===== src/rtl/if_stage.sv =====
// Instruction-fetch stage: owns the PC, fetches over a req/ack handshake and feeds the IF/ID register.
// Optional IF_PERF_CNT_EN adds fetch_cnt and bubble_cnt outputs.
module if_stage #(
  parameter logic [31:0] RESET_PC  = 32'h0000_0000,
  parameter logic [31:0] NOP_INSTR = 32'h0000_0000
) (
  input  logic        clk,
  input  logic        rst,
  input  logic        run,
  input  logic        stall,
  input  logic        redirect,
  input  logic [31:0] redirect_pc,
  output logic        imem_req,
  output logic [31:0] imem_addr,
  input  logic        imem_ack,
  input  logic [31:0] imem_rdata,
  output logic        id_valid,
  output logic [31:0] id_instr,
  output logic [31:0] id_pc,
`ifdef IF_PERF_CNT_EN
  output logic [31:0] fetch_cnt,
  output logic [31:0] bubble_cnt,
`endif
  output logic [31:0] id_pc4
);

  typedef enum logic [1:0] {IDLE, WAIT, FULL} state_e;

  state_e      state_q, state_d;
  logic [31:0] pc_q, pc_d;
  logic [31:0] addr_q, addr_d;
  logic        req_q, req_d;
  logic        drop_q, drop_d;
  logic [31:0] skid_instr_q, skid_instr_d;
  logic [31:0] skid_pc_q, skid_pc_d;
  logic [31:0] skid_pc4_q, skid_pc4_d;
  logic        id_valid_q, id_valid_d;
  logic [31:0] id_instr_q, id_instr_d;
  logic [31:0] id_pc_q, id_pc_d;
  logic [31:0] id_pc4_q, id_pc4_d;
  logic        accept;
  logic        load;
  logic [31:0] pc_plus4;

  assign accept   = req_q && imem_ack;
  assign pc_plus4 = addr_q + 32'd4;

  always_comb begin
    state_d      = state_q;
    pc_d         = pc_q;
    addr_d       = addr_q;
    drop_d       = drop_q;
    skid_instr_d = skid_instr_q;
    skid_pc_d    = skid_pc_q;
    skid_pc4_d   = skid_pc4_q;
    id_valid_d   = id_valid_q;
    id_instr_d   = id_instr_q;
    id_pc_d      = id_pc_q;
    id_pc4_d     = id_pc4_q;
    load         = 1'b0;

    unique case (state_q)
      IDLE: begin
        if (run) state_d = WAIT;
      end
      WAIT: begin
        if (accept) begin
          if (drop_q || redirect) begin
            drop_d  = 1'b0;
            state_d = run ? WAIT : IDLE;
          end else if (!id_valid_q || !stall) begin
            load       = 1'b1;
            id_instr_d = imem_rdata;
            id_pc_d    = addr_q;
            id_pc4_d   = pc_plus4;
            pc_d       = pc_plus4;
            state_d    = run ? WAIT : IDLE;
          end else begin
            skid_instr_d = imem_rdata;
            skid_pc_d    = addr_q;
            skid_pc4_d   = pc_plus4;
            pc_d         = pc_plus4;
            state_d      = FULL;
          end
        end else if (redirect) begin
          drop_d = 1'b1;
        end
      end
      FULL: begin
        if (redirect) begin
          state_d = run ? WAIT : IDLE;
        end else if (!stall) begin
          load       = 1'b1;
          id_instr_d = skid_instr_q;
          id_pc_d    = skid_pc_q;
          id_pc4_d   = skid_pc4_q;
          state_d    = run ? WAIT : IDLE;
        end
      end
      default: state_d = IDLE;
    endcase

    if (load)        id_valid_d = 1'b1;
    else if (!stall) id_valid_d = 1'b0;

    if (redirect) begin
      pc_d       = {redirect_pc[31:2], 2'b00};
      id_valid_d = 1'b0;
    end

    // A request still waiting for its ack keeps its address; a fresh one takes the latest pc.
    if (state_d == WAIT && !(state_q == WAIT && !accept)) addr_d = pc_d;
    req_d = (state_d == WAIT);
  end

  always_ff @(posedge clk or posedge rst) begin
    if (rst) begin
      state_q      <= IDLE;
      pc_q         <= RESET_PC;
      addr_q       <= RESET_PC;
      req_q        <= 1'b0;
      drop_q       <= 1'b0;
      skid_instr_q <= NOP_INSTR;
      skid_pc_q    <= '0;
      skid_pc4_q   <= '0;
      id_valid_q   <= 1'b0;
      id_instr_q   <= NOP_INSTR;
      id_pc_q      <= '0;
      id_pc4_q     <= '0;
    end else begin
      state_q      <= state_d;
      pc_q         <= pc_d;
      addr_q       <= addr_d;
      req_q        <= req_d;
      drop_q       <= drop_d;
      skid_instr_q <= skid_instr_d;
      skid_pc_q    <= skid_pc_d;
      skid_pc4_q   <= skid_pc4_d;
      id_valid_q   <= id_valid_d;
      id_instr_q   <= id_instr_d;
      id_pc_q      <= id_pc_d;
      id_pc4_q     <= id_pc4_d;
    end
  end

  assign imem_req  = req_q;
  assign imem_addr = addr_q;
  assign id_valid  = id_valid_q;
  assign id_instr  = id_instr_q;
  assign id_pc     = id_pc_q;
  assign id_pc4    = id_pc4_q;

`ifdef IF_PERF_CNT_EN
  logic [31:0] fetch_cnt_q, fetch_cnt_d;
  logic [31:0] bubble_cnt_q, bubble_cnt_d;

  always_comb begin
    fetch_cnt_d  = fetch_cnt_q + {31'd0, load};
    bubble_cnt_d = bubble_cnt_q + {31'd0, (run && !stall && !id_valid_q)};
  end

  always_ff @(posedge clk or posedge rst) begin
    if (rst) begin
      fetch_cnt_q  <= '0;
      bubble_cnt_q <= '0;
    end else begin
      fetch_cnt_q  <= fetch_cnt_d;
      bubble_cnt_q <= bubble_cnt_d;
    end
  end

  assign fetch_cnt  = fetch_cnt_q;
  assign bubble_cnt = bubble_cnt_q;
`endif

endmodule


===== config.mk =====
export PLATFORM = sky130hd
export DESIGN_NAME = if_stage
export DESIGN_NICKNAME = d
export VERILOG_FILES = /design/src/rtl/if_stage.sv
export SDC_FILE = /design/constraint.sdc
export NUM_CORES = 1
export LEC_CHECK = 0
export CORE_ASPECT_RATIO = 0.5
export CORE_MARGIN = 3
export CORE_UTILIZATION = 51
export CTS_CLUSTER_DIAMETER = 60
export CTS_CLUSTER_SIZE = 10
export DETAILED_ROUTE_END_ITERATION = 8
export PLACE_DENSITY = 0.77
export SLEW_MARGIN = 20
export SYNTH_ARGS = -nofsm -noshare
export SYNTH_HDL_FRONTEND = slang
export SYNTH_SLANG_ARGS = --single-unit
export TNS_END_PERCENT = 30

===== constraint.sdc =====
create_clock -name clk -period 26.5 [get_ports clk]
set_input_delay 5.3 -clock clk [delete_from_list [all_inputs] [get_ports clk]]
set_output_delay 5.3 -clock clk [all_outputs]
set_load 0.05 [all_outputs]

==> results.yml <==
die:
  start_util_pct: 52.98
  io_pins: 200
  die_w_um: 220.1
  core-area_um2: 22060
  die_y_um: 113.0
  row_count: 38
  dieArea_um2: 24880
global_route:
  grt_pass1_wl_um: 51290
  grtUsageTotal_pct: 25.78
  grt_max_degree: 123
  overflow: 0
  antenna_found_initial: 1
  grt_pass1_vias: 9579
logic_synthesis:
  synthMuxAreaShare_pct: 7.761
  syn_avg_cell_area_um2: 9.667
  synth.most_common_cell: "nand2_1"
  synth_edf_count: 0
  yosysSeqAreaShare_pct: 55.03
  netlist_top_cells_area: "dfrtp_1, nand2_1, mux2i_1"
  synth_fa_ha_area_share_pct: 0.5353
  ys_types: 55
  syn_inst: 1209
  yosys.area_share.simple_pct: 18.72
  synth_xor_area_share_pct: 1.274
  syn-cell-area_um2: 11690
  synthTopCellsByCount: "nand2_1, dfrtp_1, o21ai_0"
  synth_top_area_cell: "dfrtp_1"
  synth.top_cell.area_share_pct: 55.03
  syn_nets: 1284
  synth_compound_area_share_pct: 12.62
  ys.flop_type: "dfrtp_1"
  async_flop_share_pct: 100.0
  yosys_warnings: 0
  ys_seq_elements: 257
  synth_top_family_by_area: "simple AND/OR/NAND/NOR gates"
clocking:
  htreeDepth: 1
  cts_buffers: 29
  tritoncts: "built"
  cts_buffer_depth: 3
  clock_latency_ns: 0.55
  root_buffer: "clkbuf_16"
  ctsResizeCount: 0
  postCtsHoldBufs: 0
  clkSinkCount: 257
  path_clk_slew_ns: 0.05
  post_cts_buffers: 0
detailed_routing:
  drtPass1Iterations: 5
  drt-total-wl_um: 31770
  antenna_left: 0
  drc: 0
  first_iter_violations: 849
  wl_per_cell_um: 19.17
  vias_per_cell: 5.782
  num_vias: 9580
critical_path:
  crit_buf_inv: 3
  worstSetupPathType: "primary input to register"
  critPathLaunchType: "primary input"
  cp_top_family: "simple AND/OR/NAND/NOR gates"
  critical_path.cell_chain: "buf_2, buf_4, and3b_1, o31ai_1, nor3b_2, and2_1, buf_4, mux2_2"
  slowest_delay_ns: 0.77
  arrival_ns: 8.61
  worstPathRequired_ns: 26.93
  reg2reg_depth: 8
  slowest_stage: "nor3b_2"
  r2r_start: "state_q[0]"
  cp_num_cells: 8
  worst_path_most_repeated_cell: "buf_4"
  crit_path_max_fanout: 62
  crit_start: "redirect"
  crit_path_end_kind: "register"
timing:
  worst_pin_slew_ns: 0.9307
  setup_viol: 0
  finalCritPeriodShare_pct: 30.87
  setup_tns_ns: 0
  clock_skew_ns: 0.01975
  hold_violations: 0
  period_needed_ns: 8.180
  slew_headroom_pct: 37.95
  max_freq_mhz: 122.3
  rsz0062_at_grt: "false"
  maxSlewViolCount: 0
finish:
  fin_nets: 1431
  fillers: 1778
  area_growth_pct: 24.06
  post-route-util_pct: 65.72
  final_cell_area_um2: 14500
  drive_gt1_share_pct: 6.416
placement:
  portBuffers: 197
  placed_area_um2: 13750
  place_congestion: 0.8470
  dp_hpwl_um: 20740
hold_path:
  min_from: "id_pc4[12]"
  hold_depth: 1
  min_path_type: "register to register"
power_and_ir_drop:
  power.density_nw_per_um2: 117.5
  p_leak_nw: 6.502
  vdd_drop_max_v: 0.00006913
flow_run:
  maxCapViolCount: 0
outcome:
  outcome: "completed"
[cells by family (layout without fill, tap and decap cells)]
kind of cell    Yosys count  after routing
compound gates          235            235
xor+xnor                 17             17
fa+ha+maj                 5              5
buf+inv                 103            250
flops                   257            257
mux                      88             88
other cells               0              1
simple gates            504            504
[metal layers]
| layer | track usage [%] | routed length, µm | up-vias |
|---|---|---|---|
| li1 | - | - | 4404 |
| met1 | 36.05 | 13740 | 4770 |
| met2 | 42.22 | 15120 | 353 |
| met3 | 5.017 | 2289 | 53 |
| met4 | 5.870 | 624 | 0 |
| met5 | 0 | 0 | - |
[registers in the layout (all words and copies together), names as in the netlist]
signal	cells
id_instr	32
id_pc	32
imem_addr	32
pc_q	32
skid_instr_q	32
skid_pc_q	32
id_pc4	30
skid_pc4_q	30
state_q	2
drop_q	1
id_valid	1
imem_req	1
[worst register-to-register path, stage by stage, from the launching register on]
cell	delay, ns
dfrtp_1	0.42
inv_1	0.12
ha_4	0.37
and3b_1	0.31
o31ai_1	0.36
nor3b_2	0.77
and2_1	0.41
buf_4	0.44
mux2_2	0.42
[report_power, final]
part	switching [W]	total, W	internal (W)
combinational	0.000506	0.000761	0.000255
clock	0.000148	0.000339	0.000191
sequential	0.000111	0.000603	0.000493
[final timing paths]
path                       slack [ns]              end
setup / recovery                18.32     imem_addr[7]
min in group asynchronous        5.30       id_pc4[10]
setup reg to reg                22.78     imem_addr[7]
max in group asynchronous       19.66  skid_instr_q[3]
hold / removal                   0.47       id_pc4[12]
hold reg to reg                  0.47       id_pc4[12]
[area by class of cell]
type,instances,area [µm²],share of cell area (%)
Antenna cell,1,2.502,0.01726
Clock buffer,29,725.7,5.005
Clock inverter,2,13.76,0.09493
Inverter,7,33.78,0.2330
Multi-Input combinational cell,849,4817,33.22
Sequential cell,257,6431,44.36
Tap cell,300,375.4,2.589
Timing Repair Buffer,212,2100,14.48
[cells in the final DEF (no fill, tap or decap), types with 5 or more instances in the layout]
cell type,instances
mux2i_1,67
a211oi_1,9
mux2_2,20
nor2b_1,12
nand2_1,363
a211oi_2,7
o21ai_1,7
o221ai_1,7
a21o_1,10
xnor2_1,9
and3_1,8
clkdlybuf4s50_1,196
nor3_1,26
buf_4,14
nand2b_1,6
a22oi_1,18
a21oi_1,20
o211ai_1,10
and4_1,7
nor2_1,33
clkbuf_16,29
o21a_1,8
xor2_1,8
nand4_1,10
o311ai_0,5
o21ai_0,111
inv_1,6
a31oi_1,13
nand3_1,15
dfrtp_1,257
[stage by stage]
stage	hold WS (ns)	cells	setup WS, ns	total power [W]
final	0.4723	1657	18.32	0.001703
after global routing	0.4953	1657	18.19	0.001782
after CTS	0.4752	1656	18.38	0.001710
after detailed placement	0.4596	1625	17.84	0.001368
after global placement	0.4484	1624	17.75	0.001351
after floorplan	0.4359	1209	14.13	0.001093
(Power assumes the default switching activity.)
